### config.mk
export PLATFORM = sky130hd
export DESIGN_NAME = elevator_call_scheduler_flat
export DESIGN_NICKNAME = d
export VERILOG_FILES = /design/src/rtl/elevator_call_scheduler_pkg.sv /design/src/rtl/elevator_call_scheduler_if.sv /design/src/rtl/elevator_call_scheduler_call_ahead.sv /design/src/rtl/elevator_call_scheduler.sv /design/src/flat_wrapper.sv
export SDC_FILE = /design/constraint.sdc
export NUM_CORES = 1
export LEC_CHECK = 0
export CAP_MARGIN = 20
export CORE_MARGIN = 2
export CORE_UTILIZATION = 49
export DETAILED_ROUTE_END_ITERATION = 12
export HOLD_SLACK_MARGIN = 0.05
export PLACE_DENSITY = 0.78
export SLEW_MARGIN = 25
export SYNTH_ARGS = -nofsm -noshare
export SYNTH_HDL_FRONTEND = slang
export SYNTH_SLANG_ARGS = --single-unit
### constraint.sdc
create_clock -name Clk -period 3.3 [get_ports Clk]
set_input_delay 0.66 -clock Clk [delete_from_list [all_inputs] [get_ports Clk]]
set_output_delay 0.66 -clock Clk [all_outputs]
set_load 0.01 [all_outputs]
### src/rtl/elevator_call_scheduler_pkg.sv
// Shared state encodings, floor/direction constants and sensor helpers for the elevator scheduler.
// Pure definitions: no latency, no flow control.
package elevator_call_scheduler_pkg;

    localparam int N_FLOORS = 3;
    localparam int FLOOR_W  = 2;
    localparam int HOLD_W   = 4;

    localparam logic [1:0] ST_IDLE       = 2'd0;
    localparam logic [1:0] ST_MOVE       = 2'd1;
    localparam logic [1:0] ST_DOOR_OPEN  = 2'd2;
    localparam logic [1:0] ST_DOOR_CLOSE = 2'd3;

    localparam logic DIR_UP   = 1'b1;
    localparam logic DIR_DOWN = 1'b0;

    typedef logic [N_FLOORS-1:0] calls_t;
    typedef logic [FLOOR_W-1:0]  floor_t;

    typedef struct packed {
        logic   vld;
        floor_t idx;
    } sensor_dec_t;

    // Only a clean one-hot reading counts as being at a floor.
    function automatic sensor_dec_t decode_sensor(input calls_t s);
        sensor_dec_t d;
        d.vld = 1'b1;
        d.idx = '0;
        case (s)
            3'b001:  d.idx = 2'd0;
            3'b010:  d.idx = 2'd1;
            3'b100:  d.idx = 2'd2;
            default: d.vld = 1'b0;
        endcase
        return d;
    endfunction

    function automatic calls_t floor_mask(input floor_t f);
        calls_t m;
        case (f)
            2'd0:    m = 3'b001;
            2'd1:    m = 3'b010;
            2'd2:    m = 3'b100;
            default: m = 3'b000;
        endcase
        return m;
    endfunction

endpackage

### src/rtl/elevator_call_scheduler_if.sv
// Button, sensor and actuator bundle between the car hardware and the call scheduler.
// Wires only: no latency, no backpressure (all inputs are level-sampled every cycle).
interface elevator_call_scheduler_if;
    import elevator_call_scheduler_pkg::*;

    calls_t I;
    calls_t E;
    calls_t S;
    logic   R;
    logic   M;
    logic   D;
    logic   P;
    calls_t Pend;
    floor_t Floor;

    modport master (
        output I, E, S, R,
        input  M, D, P, Pend, Floor
    );

    modport slave (
        input  I, E, S, R,
        output M, D, P, Pend, Floor
    );

endinterface

### src/rtl/elevator_call_scheduler_call_ahead.sv
// Flags pending calls ahead of / behind the car relative to its floor and direction.
// Purely combinational, zero latency, no backpressure.
module call_ahead_logic
    import elevator_call_scheduler_pkg::*;
(
    input  calls_t pend,
    input  floor_t floor,
    input  logic   dir,
    output logic   ahead,
    output logic   behind
);

    calls_t above_mask;
    calls_t below_mask;
    logic   above;
    logic   below;

    always_comb begin
        above_mask = '0;
        below_mask = '0;
        case (floor)
            2'd0: above_mask = 3'b110;
            2'd1: begin
                above_mask = 3'b100;
                below_mask = 3'b001;
            end
            2'd2: below_mask = 3'b011;
            default: ;
        endcase
    end

    assign above  = |(pend & above_mask);
    assign below  = |(pend & below_mask);
    assign ahead  = (dir == DIR_UP) ? above : below;
    assign behind = (dir == DIR_UP) ? below : above;

endmodule

### src/rtl/elevator_call_scheduler.sv
// Collective call scheduler for a 3-floor car: latches calls, tracks floor, sequences motor and door.
// Outputs registered one cycle after each decision; no backpressure, buttons/sensors sampled every cycle.
module elevator_call_scheduler
    import elevator_call_scheduler_pkg::*;
#(
    parameter int DOOR_HOLD = 4
) (
    input  logic Clk,
    input  logic Reset,
    elevator_call_scheduler_if.slave car
);

    localparam logic [HOLD_W-1:0] HOLD_LOAD = HOLD_W'(DOOR_HOLD - 1);

    logic [1:0]        st_q;
    logic [1:0]        st_nxt;
    floor_t            floor_q;
    logic              dir_q;
    logic              dir_nxt;
    calls_t            pend_q;
    calls_t            pend_nxt;
    logic [HOLD_W-1:0] cnt_q;
    logic [HOLD_W-1:0] cnt_nxt;
    logic              m_q;
    logic              p_q;

    calls_t      req;
    calls_t      pend_set;
    calls_t      here;
    calls_t      clr;
    sensor_dec_t sdec;
    floor_t      floor_eff;
    logic        call_here;
    logic        pend_here;
    logic        at_limit;
    logic        ahead;
    logic        behind;

    // Decisions see this cycle's button presses and sensor reading, not last cycle's.
    assign req       = car.I | car.E;
    assign pend_set  = pend_q | req;
    assign sdec      = decode_sensor(car.S);
    assign floor_eff = sdec.vld ? sdec.idx : floor_q;
    assign here      = floor_mask(floor_eff);
    assign call_here = |(req & here);
    assign pend_here = |(pend_set & here);
    assign at_limit  = ((floor_eff == 2'd2) && (dir_q == DIR_UP)) ||
                       ((floor_eff == 2'd0) && (dir_q == DIR_DOWN));

    call_ahead_logic u_call_ahead (
        .pend   (pend_set),
        .floor  (floor_eff),
        .dir    (dir_q),
        .ahead  (ahead),
        .behind (behind)
    );

    always_comb begin
        st_nxt  = st_q;
        dir_nxt = dir_q;
        cnt_nxt = cnt_q;
        case (st_q)
            ST_IDLE: begin
                if (pend_here) begin
                    st_nxt  = ST_DOOR_OPEN;
                    cnt_nxt = HOLD_LOAD;
                end else if (ahead) begin
                    st_nxt = ST_MOVE;
                end else if (behind) begin
                    st_nxt  = ST_MOVE;
                    dir_nxt = (dir_q == DIR_UP) ? DIR_DOWN : DIR_UP;
                end
            end
            ST_MOVE: begin
                if (sdec.vld) begin
                    if (pend_here) begin
                        st_nxt  = ST_DOOR_OPEN;
                        cnt_nxt = HOLD_LOAD;
                    end else if (!ahead) begin
                        st_nxt = ST_IDLE;
                    end
                end else if (at_limit) begin
                    // Sensor lost beyond an end floor: never keep driving outward.
                    st_nxt = ST_IDLE;
                end
            end
            ST_DOOR_OPEN: begin
                if (call_here) begin
                    cnt_nxt = HOLD_LOAD;
                end else if (cnt_q == '0) begin
                    st_nxt = ST_DOOR_CLOSE;
                end else begin
                    cnt_nxt = cnt_q - 1'b1;
                end
            end
            ST_DOOR_CLOSE: begin
                if (call_here) begin
                    st_nxt  = ST_DOOR_OPEN;
                    cnt_nxt = HOLD_LOAD;
                end else if (car.R) begin
                    st_nxt = ST_IDLE;
                end
            end
            default: st_nxt = ST_IDLE;
        endcase
    end

    // A call at the floor whose door is (or is about to be) open is served on the spot.
    assign clr      = ((st_nxt == ST_DOOR_OPEN) || (st_q == ST_DOOR_OPEN)) ? here : '0;
    assign pend_nxt = pend_set & ~clr;

    always_ff @(posedge Clk) begin
        if (Reset) begin
            st_q    <= ST_IDLE;
            floor_q <= '0;
            dir_q   <= DIR_UP;
            pend_q  <= '0;
            cnt_q   <= '0;
            m_q     <= 1'b0;
            p_q     <= 1'b0;
        end else begin
            st_q    <= st_nxt;
            floor_q <= floor_eff;
            dir_q   <= dir_nxt;
            pend_q  <= pend_nxt;
            cnt_q   <= cnt_nxt;
            m_q     <= (st_nxt == ST_MOVE);
            p_q     <= (st_nxt == ST_DOOR_OPEN);
        end
    end

    assign car.M     = m_q;
    assign car.D     = dir_q;
    assign car.P     = p_q;
    assign car.Pend  = pend_q;
    assign car.Floor = floor_q;

endmodule

### src/flat_wrapper.sv
// flat-port wrapper written by rule: the top's interface ports become plain ports
module elevator_call_scheduler_flat import elevator_call_scheduler_pkg::*;
#(
    parameter int DOOR_HOLD = 4
)
  (Clk, Reset, car_I, car_E, car_S, car_R, car_M, car_D, car_P, car_Pend, car_Floor);
  elevator_call_scheduler_if car_i ();
  input  logic Clk;
  input  logic Reset;
  input wire logic [$bits(car_i.I)-1:0] car_I;
  input wire logic [$bits(car_i.E)-1:0] car_E;
  input wire logic [$bits(car_i.S)-1:0] car_S;
  input wire logic [$bits(car_i.R)-1:0] car_R;
  output wire logic [$bits(car_i.M)-1:0] car_M;
  output wire logic [$bits(car_i.D)-1:0] car_D;
  output wire logic [$bits(car_i.P)-1:0] car_P;
  output wire logic [$bits(car_i.Pend)-1:0] car_Pend;
  output wire logic [$bits(car_i.Floor)-1:0] car_Floor;
  assign car_i.I = car_I;
  assign car_i.E = car_E;
  assign car_i.S = car_S;
  assign car_i.R = car_R;
  assign car_M = car_i.M;
  assign car_D = car_i.D;
  assign car_P = car_i.P;
  assign car_Pend = car_i.Pend;
  assign car_Floor = car_i.Floor;
  elevator_call_scheduler #(.DOOR_HOLD(DOOR_HOLD)) u_core (.Clk(Clk), .Reset(Reset), .car(car_i));
endmodule
* Word level (Yosys, flattened, before mapping)
Cells that the tools add are included.
Operators by class: reduce and logical (&&, ||, !) cells 14, add/sub/neg operators 1, mux-type cells 28, bitwise gates (word level) 11, equal/unequal tests 13
Operator list (number):
- $mux 2 | 12
- $mux 4 | 5
- $pmux 4 s4 | 1
- $and 3x3->3 | 5
- $reduce_or 3->1 | 5
- $pmux 3 s3 | 1
- $eq 2x2->1 const B | 4
- $pmux 2 s2 | 2
- $pmux 2 s4 | 1
- $eq 2x1->1 const B | 3
- $or 3x3->3 | 2
- $pmux 3 s2 | 1
- $logic_not 2->1 | 2
- $logic_not 4->1 | 1
- $mux 1 | 4
- $ne 2x1->1 const B | 2
- $reduce_and 4->1 | 1
- $sub 4x1->4 const B | 1
- $eq 3x1->1 const B | 1
- $eq 3x2->1 const B | 1
- $eq 3x3->1 const B | 1
- $mux 3 | 1
- $ne 3x2->1 const B | 1
- $not 1->1 | 3
- other kinds (4) | 6
Storage, ports and cells: output and inout port bits 8, register bits after elaboration 14, input port bits 12, logic and storage cells 74

* Longest topological paths before layout
Gate-level depths: netlist of run 1.
depth after elaboration 18, depth in mapped cells 10, depth with buffers taken out 10

* Hierarchy
A second synthesis of run 1 with hierarchy kept.
Unflattened totals: cells, all modules 114, area, all modules 944.7 µm²
Modules (own cells, without submodules):
- elevator_call_scheduler | cells an instance 102, area each 855.8 µm², times used 1, seq. area each 280.3 µm²
- call_ahead_logic | cells an instance 12, area each 88.8 µm², times used 1, seq. area each 0.0 µm²

* Worst setup path after synthesis of run 1
OpenSTA, ideal clock, no wires.
path kind input-to-reg, start in car_S[0], end reg u_core.dir_q, in the netlist u_core.car.D, library setup time 0.129 ns, stages 8, data arrival time 2.428 ns, path slack 0.743 ns, buffers on the path 0, path through a21o_1 > a21oi_1 > inv_1 > ha_1 > a221o_1 > nor4_2 > mux2i_1 > o211ai_1
On the way: cells in the longest elaborated chain, start to end 11, elaborated cells on any way between the ends 24, those cells by class 5 x eq/ne; 8 x mux; 5 x bitwise; 6 x reduce/logical
Ends and longest elaborated chain:
- start, declared | line flat_wrapper.sv:12 | input wire logic [$bits(car_i.S)-1:0] car_S;
- $eq 3x1->1 (tied with other cells) | line elevator_call_scheduler_pkg.sv:30 | case (s)
- $reduce_or 3->1 (no source line)
- $mux 1 | line elevator_call_scheduler_pkg.sv:30
- $mux 2 * | line elevator_call_scheduler.sv:43 | assign floor_eff = sdec.vld ? sdec.idx : floor_q;
- net u_core.floor_eff[0] | line elevator_call_scheduler.sv:32 | floor_t floor_eff;
- $eq 2x2->1 (tied with other cells) | line elevator_call_scheduler_pkg.sv:41, elevator_call_scheduler_call_ahead.sv:21
- $pmux 2 s2 or $pmux 3 s2 (tied branches) | line elevator_call_scheduler_call_ahead.sv:21 | case (floor)
- $and 3x3->3, on equally long branches | line elevator_call_scheduler_call_ahead.sv:33, elevator_call_scheduler_call_ahead.sv:32
- $reduce_or 3->1, on equally long branches | line elevator_call_scheduler_call_ahead.sv:33, elevator_call_scheduler_call_ahead.sv:32
- $mux 1 | line elevator_call_scheduler_call_ahead.sv:34 | assign ahead = (dir == DIR_UP) ? above : below;
- $not 1->1 (no source line)
- $reduce_and 4->1 (no source line) *
- end signal, assigned | line elevator_call_scheduler.sv:124 | dir_q <= dir_nxt;
- end, declared | line elevator_call_scheduler.sv:18 | logic dir_q;
The timed path passes the listed nets; every way through them passes the cells marked *. A chain may end at the register's enable or synchronous reset.

* Worst setup path after layout of run 1
start in car_S[1], end reg u_core.p_q, in the netlist u_core.car.P
On the way: cells in the longest elaborated chain, start to end 14, elaborated cells on any way between the ends 37, those cells by class 6 x eq/ne; 18 x mux; 4 x bitwise; 9 x reduce/logical
Ends and longest elaborated chain:
- $eq 3x1->1 (tied with other cells) | line elevator_call_scheduler_pkg.sv:30
- $reduce_or 3->1 (no source line)
- $mux 1 | line elevator_call_scheduler_pkg.sv:30
- $mux 2 * | line elevator_call_scheduler.sv:43
- net u_core.floor_eff[1] | line elevator_call_scheduler.sv:32
- $eq 2x2->1 (tied with other cells) | line elevator_call_scheduler_pkg.sv:41, elevator_call_scheduler_call_ahead.sv:21, elevator_call_scheduler.sv:47
- $pmux 2 s2 or $pmux 3 s2 (tied branches) | line elevator_call_scheduler_call_ahead.sv:21
- $and 3x3->3, on equally long branches | line elevator_call_scheduler_call_ahead.sv:33, elevator_call_scheduler_call_ahead.sv:32
- $reduce_or 3->1, on equally long branches | line elevator_call_scheduler_call_ahead.sv:33, elevator_call_scheduler_call_ahead.sv:32
- $mux 1, on equally long branches | line elevator_call_scheduler_call_ahead.sv:34, elevator_call_scheduler_call_ahead.sv:35
- $mux 2, on equally long branches | line elevator_call_scheduler.sv:79, elevator_call_scheduler.sv:69
- $mux 2, on equally long branches | line elevator_call_scheduler.sv:76, elevator_call_scheduler.sv:67
- $mux 2, on equally long branches | line elevator_call_scheduler.sv:75, elevator_call_scheduler.sv:64
- $pmux 2 s4 * | line elevator_call_scheduler.sv:62 | case (st_q)
- $eq 2x2->1 * | line elevator_call_scheduler.sv:128 | p_q <= (st_nxt == ST_DOOR_OPEN);
- end signal, assigned | line elevator_call_scheduler.sv:128
- end, declared | line elevator_call_scheduler.sv:25 | logic p_q;
Marks and branches as above.

==> flow_summary.json, run 1 <==
{
  "synthArstFlopShare": 0,
  "hold_viol_final": 0,
  "coreArea_um2": 1730,
  "start_kind": "input port",
  "grt-ovfl-total": 0,
  "setup_viol": 0,
  "worstPathRequired_ps": 3540,
  "wl_per_cell_um": 13.4,
  "via_per_inst": 5.69,
  "route.detailed.drc": 0,
  "power.density_nw_per_um2": 453,
  "area_growth_pct": 31.0,
  "end_kind": "flip-flop",
  "syn_inst": 108,
  "fp.dieH_um": 47.1,
  "clock-sinks": 14,
  "ys_ff_latch": 14,
  "grt_max_degree": 15,
  "worst-path-max-fanout": 5,
  "clk_pin_slew_worst_paths_ps": 90,
  "cts_tree": "done",
  "postCtsSetupBuffers": 0,
  "final_common_cell": "clkdlybuf4s50_1",
  "ys_seq_area_frac": 0.309,
  "io_pins": 20,
  "tightest_slew_ps": 501,
  "syn_nets": 128,
  "period_share": 0.889,
  "met2_usage": 0.384,
  "post-place-cells": 154,
  "start_util": 0.526,
  "syn-cell-area_um2": 908,
  "cts.repair.resized": 0,
  "dieArea_um2": 2210,
  "finClkSkew_ps": 1.91,
  "root_buffer": "clkbuf_4",
  "n_antenna_cell": 0,
  "gp_congestion": 0.861,
  "htreeDepth": 1,
  "place.detailed.hpwl_um": 1620,
  "fin_area_um2": 1190,
  "grt_use_total": 0.218,
  "synth_edf_count": 0,
  "clk_latency_ps": 290,
  "hold_path_class": "flip-flop to flip-flop",
  "antenna_found_initial": 0,
  "use_met3": 0.0423,
  "final_layout_size_suffix_gt1_frac": 0.113,
  "grt_util_met1": 0.263,
  "grt_pass1_vias": 833,
  "max_clock_freq_mhz": 341,
  "stdcell_count": 158,
  "worstPathArrival_ps": 3170,
  "power.leakage_nw": 0.466,
  "ys_warn_count": 0,
  "ant_nets": 0,
  "cts_buffers": 3,
  "first_pass_iters": 4,
  "finalCriticalPeriod_ps": 2940,
  "routed_wl_um": 2130,
  "ff2ff_path_depth": 9,
  "vdd_ir_drop_max_uv": 270,
  "synthFlopType": "dfxtp_1",
  "outcome": "finished, final reports clean",
  "tns_ps": 0,
  "ys_types": 37,
  "hold_ws_ps": 515,
  "drv_cap": 0,
  "cts_hold_buf": 0,
  "maxSlewViolCount": 0,
  "top_usage_layer": "met2",
  "rsz0062_at_grt": "false",
  "hold_depth": 2,
  "nFillCells": 152,
  "vias": 899,
  "nNetsFinal": 154,
  "final_cell_mix": "clkdlybuf4s50_1 (19), dfxtp_1 (14), nor2_1 (9)",
  "synth_area_per_cell_um2": 8.41,
  "cts_buffer_depth": 2,
  "portBuffers": 19,
  "placed_area_um2": 1150,
  "row_count": 15,
  "grt_pass1_wl_um": 3450,
  "die_x_um": 47.1,
  "p_total_w": 0.000539,
  "maxSlewHeadroom": 0.665,
  "drtIter0Drc": 25,
  "crit_type": "input port to flip-flop"
}
[per-layer routing]
| metal | vias up | wire, µm |
|---|---|---|
| met5 | - | 0 |
| met4 | 0 | 29 |
| met3 | 5 | 80 |
| met2 | 19 | 1020 |
| met1 | 422 | 994 |
| li1 | 453 | - |
[registers in the layout, indices dropped and copies added (netlist names)]
register,flops
u_core.cnt_q,4
u_core.car.Pend,3
u_core.car.Floor,2
u_core.st_q,2
u_core.car.D,1
u_core.car.M,1
u_core.car.P,1
[report_power, final]
| group | switching, W | total, W | internal (W) |
|---|---|---|---|
| registers | 0.0000226 | 0.000214 | 0.000191 |
| clock network | 0.0000604 | 0.000128 | 0.0000673 |
| logic | 0.0000956 | 0.000198 | 0.000102 |
[through the flow]
stage	setup WS, ps	utilization
floorplan	743	-
global placement	114	0.668
detailed placement	97.3	0.668
CTS	375	0.689
global route	207	0.689
finish	365	0.689
[area by class of cell]
class | instances | area (µm²) | share of cell area
Inverter | 7 | 26.3 | 0.0221
Tap cell | 25 | 31.3 | 0.0263
Multi-Input combinational cell | 84 | 588 | 0.494
Timing Repair Buffer | 24 | 228 | 0.191
Clock buffer | 4 | 36.3 | 0.0305
Sequential cell | 14 | 280 | 0.236
[critical path, stage by stage]
cell and delay [ps]:
clkdlybuf4s50_1 560, xnor2_1 140, a22oi_1 260, inv_1 110, ha_1 250, or2_2 280
a211oi_1 310, nor4_2 90, nor3_1 330, and2_1 170
[cells in the mapped netlist, types with 4 or more instances]
| cell | count | share of area |
|---|---|---|
| dfxtp_1 | 14 | 0.31 |
| ha_1 | 8 | 0.11 |
| o21ai_0 | 5 | 0.028 |
| nor2_1 | 9 | 0.037 |
| nand2_1 | 5 | 0.021 |
| inv_1 | 7 | 0.029 |
| a21oi_1 | 6 | 0.033 |
| a211oi_1 | 4 | 0.033 |
| nor3_1 | 6 | 0.033 |
[path summary, 6_finish.rpt]
kind	end	from	slack, ps
min	u_core.cnt_q[3]	u_core.cnt_q[3]	520
max reg2reg	u_core.car.P	u_core.car.Floor[1]	930
min reg2reg	u_core.cnt_q[3]	u_core.cnt_q[3]	520
max	u_core.car.P	car_S[1]	360
[cell families (layout without fill, tap and decap cells)]
kind of cell	Yosys count	after routing	synth area share
DFF	14	14	0.309
buffers and inverters	10	35	0.0441
xor gates and xnor gates	1	1	0.00964
AOI/OAI and AO/OA	35	35	0.269
adders and majority gates	8	8	0.110
and+or+nand+nor	37	37	0.223
muxes	3	3	0.0358
No activity file was read; power rests on OpenSTA's default activity.
==> run 2: changes to the inputs <==
- GPL_TIMING_DRIVEN: default -> 1
- PLACE_DENSITY: 0.78 -> 0.77
- SYNTH_HIERARCHICAL: default -> 1
==> run 2 against run 1 <==
Compared with the run above:
- critical endpoint is now u_core/car.P
- synthesized cell count rose by 5.6%
- combinational power shrank 19%
- wire length increased by 10%
- final area grew 3.3%
==> flow_summary.json, run 2 <==
{
  "start_kind": "input port",
  "hold_path_class": "flip-flop to flip-flop",
  "cts_tree": "done",
  "place.detailed.hpwl_um": 1820,
  "slowest_stage": "clkdlybuf4s50_1",
  "ys_seq_area_frac": 0.297,
  "route.detailed.drc": 0,
  "power.density_nw_per_um2": 392,
  "crit_type": "input port to flip-flop",
  "synth_commonest_cells": "dfxtp_1 (14), inv_1 (12), nor2_1 (12)",
  "p_total_w": 0.000482,
  "finClkSkew_ps": 2.13,
  "fp.dieH_um": 47.9,
  "first_pass_iters": 4,
  "utilization": 0.696,
  "syn_inst": 114,
  "drv_cap": 0,
  "end_kind": "flip-flop",
  "finalCriticalPeriod_ps": 3160,
  "routed_wl_um": 2340,
  "coreArea_um2": 1760,
  "clock-sinks": 14,
  "worstPathArrival_ps": 3360,
  "row_count": 15,
  "largest_register_ffs": 4,
  "grt_pass1_wl_um": 3820,
  "final_layout_size_suffix_gt1_frac": 0.115,
  "htreeDepth": 1,
  "die_x_um": 47.9,
  "via_per_inst": 5.88,
  "ys_warn_count": 6,
  "tns_ps": 0,
  "gp_congestion": 0.855,
  "power.leakage_nw": 0.484,
  "ys_types": 42,
  "nFillCells": 158,
  "root_buffer": "clkbuf_4",
  "hold_viol_final": 0,
  "clk_latency_ps": 280,
  "maxSlewViolCount": 0,
  "syn-cell-area_um2": 945,
  "portBuffers": 19,
  "cts_buffer_depth": 2,
  "synthArstFlopShare": 0,
  "wl_per_cell_um": 14.3,
  "vdd_ir_drop_max_uv": 293,
  "yosys-top-cells-area": "dfxtp_1 (30%), ha_1 (6.6%), inv_1 (4.8%)",
  "syn_nets": 131,
  "area_growth_pct": 30.1,
  "io_pins": 20,
  "final_common_cell": "clkdlybuf4s50_1",
  "synth_area_per_cell_um2": 8.29,
  "worst-path-max-fanout": 6,
  "cts_buffers": 3,
  "grt_pass1_vias": 925,
  "cts.repair.resized": 0,
  "tightest_slew_ps": 607,
  "path_cells": "clkdlybuf4s50_1 > nor2_1 > o32a_2 > inv_2 > inv_1 > ha_1 > a221oi_1 > a31oi_1 > a22o_1 > a222oi_1 > nor3b_2",
  "ant_nets": 0,
  "synth_edf_count": 0,
  "setup_viol": 0,
  "ys_ff_latch": 14,
  "nNetsFinal": 157,
  "vias": 964,
  "period_share": 0.957,
  "antenna_found_initial": 0,
  "synth_top_area_cell": "dfxtp_1",
  "clk_pin_slew_worst_paths_ps": 90,
  "rsz0062_at_grt": "false",
  "grt-ovfl-total": 0,
  "worstPathRequired_ps": 3500,
  "synthFlopType": "dfxtp_1",
  "postCtsSetupBuffers": 0,
  "max_clock_freq_mhz": 317,
  "cts_hold_buf": 0,
  "grt_use_total": 0.233,
  "top_register": "u_core/cnt_q",
  "critPathMaxStageDelay_ps": 610,
  "yosysTopAreaCellShare": 0.297,
  "grt_max_degree": 18,
  "dieArea_um2": 2290,
  "maxSlewHeadroom": 0.594,
  "n_antenna_cell": 0,
  "drtIter0Drc": 33,
  "start_util": 0.535,
  "post-synth-top-count-cell": "dfxtp_1",
  "final_cell_mix": "clkdlybuf4s50_1 (19), dfxtp_1 (14), inv_1 (12), nor2_1 (12)",
  "outcome": "finished, final reports clean"
}
==> run 2: final cells by class <==
type	instances	area (µm²)	share of cell area
Sequential cell	14	280	0.228
Multi-Input combinational cell	84	604	0.492
Clock buffer	4	36.3	0.0295
Inverter	13	48.8	0.0397
Tap cell	25	31.3	0.0255
Timing Repair Buffer	24	228	0.185
==> run 2: cells by family (layout without fill, tap and decap cells) <==
kind of cell	after synthesis	count (layout)	share of synthesized area
multiplexers	2	2	0.0265
adder cells (fa/ha/maj)	5	5	0.0662
buffers and inverters	16	41	0.0636
AO/OA/AOI/OAI	37	37	0.313
AND/OR/NAND/NOR	38	38	0.216
flip-flops	14	14	0.297
XOR/XNOR	2	2	0.0185
==> run 2: per-stage QoR <==
stage	instance area [µm²]	setup slack [ps]	hold WS, ps	instances
finish	1230	141	513	164
global route	1230	0.0997	537	164
CTS	1230	172	514	164
detailed placement	1190	-105	492	160
global placement	1190	72.2	483	160
floorplan	945	580	463	114
==> run 2: final timing paths <==
check / slack, ps / depth (start not counted) / startpoint / endpoint
setup / recovery: 140 / 11 / car_S[2] / u_core/car.P
setup reg to reg: 800 / 10 / u_core/car.Floor[0] / u_core/car.P
hold reg to reg: 510 / 1 / u_core/cnt_q[1] / u_core/cnt_q[1]
hold / removal: 510 / 1 / u_core/cnt_q[1] / u_core/cnt_q[1]
==> run 2: power breakdown <==
part	switching, W	internal [W]	leakage, nW
registers	0.0000133	0.000184	0.116
clock network	0.0000570	0.0000670	0.0210
logic	0.0000817	0.0000793	0.347
==> run 2: worst max-delay path: cells and delay by family <==
kind                     cells  cell delay, ps
AND/OR/NAND/NOR              2             330
AO/OA/AOI/OAI                5            1360
adder cells (fa/ha/maj)      1             280
buffers and inverters        3             720
==> run 2: layer usage <==
metal	GRT usage	wire [µm]	up-vias
li1	-	-	477
met1	0.309	1070	446
met2	0.384	1090	39
met3	0.0377	177	2
met4	0.0757	8	0
met5	0	0	-
==> run 3: changes to the inputs <==
- clock period: 3.3 -> 3.5 ns (I/O delays scaled with it)
==> run 3 against run 2 <==
Compared with the run above:
- wire length shrank 7.1%
- clock power shrank 30%
- sequential share of layout area grew 0.55 points
- first-iteration DRC count shrank 42%
- final area shrank 2.3%
- critical path depth is the same
- critical endpoint unchanged
- highest routed layer unchanged
==> flow_summary.json, run 3 (same netlist as run 2, synthesis figures left out) <==
{
  "outcome": "finished, final reports clean",
  "period_share": 0.915,
  "clock-sinks": 14,
  "ff2ff_path_depth": 10,
  "clk_latency_ps": 270,
  "r2r-end": "u_core/car.P",
  "cp_top_family": "compound AO/OA/AOI/OAI gates",
  "io_pins": 20,
  "htreeDepth": 1,
  "via_per_inst": 5.71,
  "drtIter0Drc": 19,
  "gp_congestion": 0.794,
  "start_kind": "input port",
  "hold_depth": 1,
  "final_common_cell": "clkdlybuf4s50_1",
  "final_cell_mix": "clkdlybuf4s50_1 (19), dfxtp_1 (14), inv_1 (12), nor2_1 (12)",
  "cts_hold_buf": 0,
  "power.leakage_nw": 0.467,
  "worstPathRequired_ps": 3700,
  "setup_viol": 0,
  "cts_buffer_depth": 2,
  "nFillCells": 159,
  "row_count": 15,
  "cts.repair.resized": 0,
  "start_util": 0.535,
  "largest_register_ffs": 4,
  "vdd_ir_drop_max_uv": 310,
  "utilization": 0.680,
  "tns_ps": 0,
  "root_buffer": "clkbuf_4",
  "hold_path_class": "flip-flop to flip-flop",
  "grt_use_total": 0.217,
  "nNetsFinal": 155,
  "antenna_found_initial": 0,
  "rsz0062_at_grt": "false",
  "tightest_slew_ps": 600,
  "power.density_nw_per_um2": 351,
  "worstPathArrival_ps": 3400,
  "fp.dieH_um": 47.9,
  "slowest_stage": "clkdlybuf4s50_1",
  "dieArea_um2": 2290,
  "postCtsSetupBuffers": 0,
  "grt-ovfl-total": 0,
  "maxSlewHeadroom": 0.599,
  "cts_tree": "done",
  "min_to": "u_core/cnt_q[1]",
  "route.detailed.drc": 0,
  "rrSetupSlack_ps": 1020,
  "r2r-start": "u_core/car.Floor[1]",
  "p_total_w": 0.000421,
  "portBuffers": 19,
  "ant_nets": 0,
  "finClkSkew_ps": 3.64,
  "worst-path-max-fanout": 6,
  "hp-start": "u_core/cnt_q[1]",
  "crit_type": "input port to flip-flop",
  "grt_pass1_wl_um": 3300,
  "routed_wl_um": 2170,
  "end_kind": "flip-flop",
  "clk_pin_slew_worst_paths_ps": 70,
  "path_cells": "clkdlybuf4s50_1 > nor2_1 > o32a_2 > inv_2 > inv_1 > ha_1 > a221oi_1 > a31oi_1 > a22o_1 > a222oi_1 > nor3b_2",
  "vias": 919,
  "max_clock_freq_mhz": 312,
  "placed_area_um2": 1180,
  "cts_buffers": 3,
  "area_growth_pct": 27.0,
  "n_antenna_cell": 0,
  "die_x_um": 47.9,
  "finalCriticalPeriod_ps": 3200,
  "first_pass_iters": 4,
  "critPathMaxStageDelay_ps": 600,
  "top_register": "u_core/cnt_q",
  "drv_cap": 0,
  "maxSlewViolCount": 0,
  "grt_max_degree": 18,
  "grt_pass1_vias": 772,
  "hold_viol_final": 0,
  "place.detailed.hpwl_um": 1660,
  "fin_area_um2": 1200,
  "wl_per_cell_um": 13.5,
  "final_layout_size_suffix_gt1_frac": 0.0956,
  "crit_buf_inv": 3,
  "coreArea_um2": 1760
}
==> run 3: final cells by class <==
cell class	count	area, µm²	share of cell area
inverter	13	48.8	0.0407
multi-input combinational	84	604	0.504
sequential	14	280	0.234
clock buffer	3	22.5	0.0188
timing repair buffer	22	213	0.177
tap	25	31.3	0.0261
==> run 3: through the flow <==
stage | cells | setup slack [ps] | hold slack [ps]
3_5_place_dp | 158 | 37.7 | 495
2_1_floorplan | 114 | 740 | 463
3_3_place_gp | 158 | 166 | 482
5_1_grt | 161 | 108 | 539
6_report | 161 | 299 | 511
4_1_cts | 161 | 326 | 514
==> run 3: worst max path at each step <==
stage                  start      endpoint  slack, ps  depth (start not counted)
floorplan           car_S[0]  u_core/car.P        740                          9
global placement    car_S[2]  u_core/car.P        170                         11
detailed placement  car_S[2]  u_core/car.P         40                         11
CTS                 car_S[2]  u_core/car.P        330                         11
global route        car_S[2]  u_core/car.P        110                         11
finish              car_S[2]  u_core/car.P        300                         11
==> run 3: worst register-to-register path, delay by kind of cell, from the launching register on <==
family / cells / cell delay [ps]
flops: 1 / 350
simple gates: 2 / 280
buf+inv: 2 / 120
compound gates: 5 / 1380
fa+ha+maj: 1 / 280
==> run 3: routing by layer <==
metal | part of all wire | GRT usage | up-vias
met5 | 0 | 0 | -
met4 | 0.012 | 0.130 | 0
met3 | 0.047 | 0.0528 | 2
met2 | 0.46 | 0.328 | 27
met1 | 0.48 | 0.278 | 418
li1 | - | - | 472
==> run 3: where the power goes <==
group / total (W) / switching, W / internal [W] / leakage, nW
Sequential: 0.000186 / 0.0000125 / 0.000173 / 0.116
Combinational: 0.000148 / 0.0000752 / 0.0000730 / 0.338
Clock: 0.0000871 / 0.0000473 / 0.0000398 / 0.0138
Total: 0.000421 / 0.000135 / 0.000286 / 0.467
==> RTL change (flow settings as in run 1) <==
Make the reset (`Reset`) asynchronous in one clocked block.
--- a/src/rtl/elevator_call_scheduler.sv
+++ b/src/rtl/elevator_call_scheduler.sv
@@ -109,7 +109,7 @@
     assign clr      = ((st_nxt == ST_DOOR_OPEN) || (st_q == ST_DOOR_OPEN)) ? here : '0;
     assign pend_nxt = pend_set & ~clr;
 
-    always_ff @(posedge Clk) begin
+    always_ff @(posedge Clk or posedge Reset) begin
         if (Reset) begin
             st_q    <= ST_IDLE;
             floor_q <= '0;
Check against the original RTL: differs if Reset is asserted again (counterexample within 4 cycles, from zero or initial values and one cycle with Reset high); with Reset held inactive, the same outputs for 10 cycles.
==> RTL change against run 1 <==
Cell area increased by 1.3%. Total power increased by 14%. Highest routed layer unchanged. Sequential cell count unchanged. Synthesized area increased by 3.9%. Worst setup slack improved by 0.19 ns. Critical endpoint is now u_core.cnt_q[3]. Cell count decreased by 8.2%. Synthesized cell count decreased by 10%. Routed wire length decreased by 5.2%.
==> RTL change: results (changes against run 1) <==
Logic synthesis
  • Post-synth top area cell: dfrtp_1
  • Yosys cell types: 39 (+5.4%)
  • Mapped Avg Cell Area: 9.73 um^2 (+16%)
  • Synth warn: 0 (unchanged)
  • Top post-synthesis cells by area: dfrtp_1 34%, ha_1 11%, inv_1 4.8%
  • Net Count, Synth: 117 (-8.6%)
  • Synth async-reset ratio: 100% (+100 points)
  • Commonest cells post-synth: 13 x dfrtp_1, 12 x inv_1, 8 x ha_1
  • Post-synthesis sequential area ratio: 37.3% (+6.4 points)

Drt
  • DR WL met3: 147 um (+84%)
  • First-pass detailed-route iteration total: 4 (unchanged)
  • Initial DRC count: 19 (-24%)
  • M1 WL: 842 um (-15%)
  • Average wire per standard cell: 13.9 um (+3.3%)
  • Vias per inst: 5.68 (-0.25%)
  • Vias: 823 (-8.5%)
  • Met2 Wirelength: 987 um (-3.2%)

CTS
  • CTS H-tree depth: 1 (unchanged)
  • Postcts setup bufs: 0 (unchanged)
  • CTS Buffer Depth: 2 (unchanged)
  • CTS clk-pin slew, worst paths: 0.10 ns
  • CTS Buf Count: 3 (unchanged)
  • Clock root cell: clkbuf_4

Hold path
  • Hold_sp: u_core.car.D
  • HP Class: register to register

Status
  • Status: finished, final reports clean

Placed design
  • Dpl cell area: 1170 um^2 (+1.3%)
  • Port Buffers: 19 (unchanged)
  • Post-DP HPWL: 1590 um (-2.0%)
  • Final Wtd Congestion: 0.828 (-3.9%)
  • Pre-CTS WS: 0.254 ns (+0.156 ns)

Timing
  • Hold_ws: 0.551 ns (+0.0359 ns)
  • Period utilization: 83.3% (-5.6 points)
  • Max_slew headroom: 63.9% (-2.6 points)
  • Clk_skew: 0.00613 ns (+0.00422 ns)

Worst setup path
  • Worst R2R Setup Slack: 1.04 ns (+0.11 ns)
  • CP arrival: 2.92 ns (-0.25 ns)
  • Crit-path max FO: 5 (unchanged)
  • Worst R2R Start: u_core.car.Floor[1]

Finish
  • # fillers: 161 (+5.9%)
  • Ant diodes: 0 (unchanged)
  • Final core utilization: 68.3% (-0.62 points)
  • Nets: 141 (-8.4%)
  • Biggest register: u_core.cnt_q
  • Share of cells above drive strength 1: 14.2% (+2.9 points)

Global route
  • Antenna violations before repair: 0 (unchanged)
  • Global-route wire length before repair: 3190 um (-7.4%)
  • Vias in the first global route: 786 (-5.6%)
  • Gr usage total: 20.4% (-1.4 points)

Power and ir drop
  • Pleak: 0.561 nW (+20%)
  • Worst vdd ir: 396 uV (+47%)
## RTL change: cell count changes after synthesis, sizes merged, moves of 3 or more
cell	before	now
nor4	3	0
o31ai	0	4
dfrtp	0	13
o32ai	3	0
dfxtp	14	0
nor2	9	5
a211oi	4	0
inv	7	12
## RTL change: cells by family after synthesis
kind of cell / count (synthesis) / synth area share, %
fa+ha+maj: 8 / 10.6
compound gates: 32 / 25.6
buf+inv: 13 / 5.17
flops: 14 / 37.3
xor+xnor: 1 / 0.929
mux: 3 / 3.18
simple gates: 26 / 17.2
## RTL change: final timing paths
path                                        to  depth (start not counted)
max in group asynchronous         u_core.car.D                          2
hold reg to reg                   u_core.car.D                          2
min in group asynchronous  u_core.car.Floor[0]                          2
hold / removal                    u_core.car.D                          2
setup / recovery               u_core.cnt_q[3]                         10
setup reg to reg               u_core.cnt_q[3]                          9
## RTL change: area by class of cell
type,instances,area share (%)
Multi-Input combinational cell,70,45.1
Tap cell,25,2.60
Inverter,12,3.74
Clock buffer,4,3.01
Sequential cell,14,29.2
Timing Repair Buffer,20,16.4
## RTL change: report_power, final
part	leakage (nW)	internal (mW)	switching [mW]
clock network	0.0210	0.0672	0.0617
logic	0.380	0.120	0.127
registers	0.161	0.205	0.0328
## RTL change: per-layer routing
layer,GRT usage [%],vias up
met2,33.9,26
met5,0,-
met3,4.15,8
met1,24.0,391
li1,-,398
met4,12.4,0
## RTL change: worst max-delay path: cells and delay by family
kind,cells,cell delay [ns]
adder cells (fa/ha/maj),1,0.21
XOR/XNOR,1,0.13
AND/OR/NAND/NOR,1,0.08
AO/OA/AOI/OAI,4,1.05
buffers and inverters,3,0.78
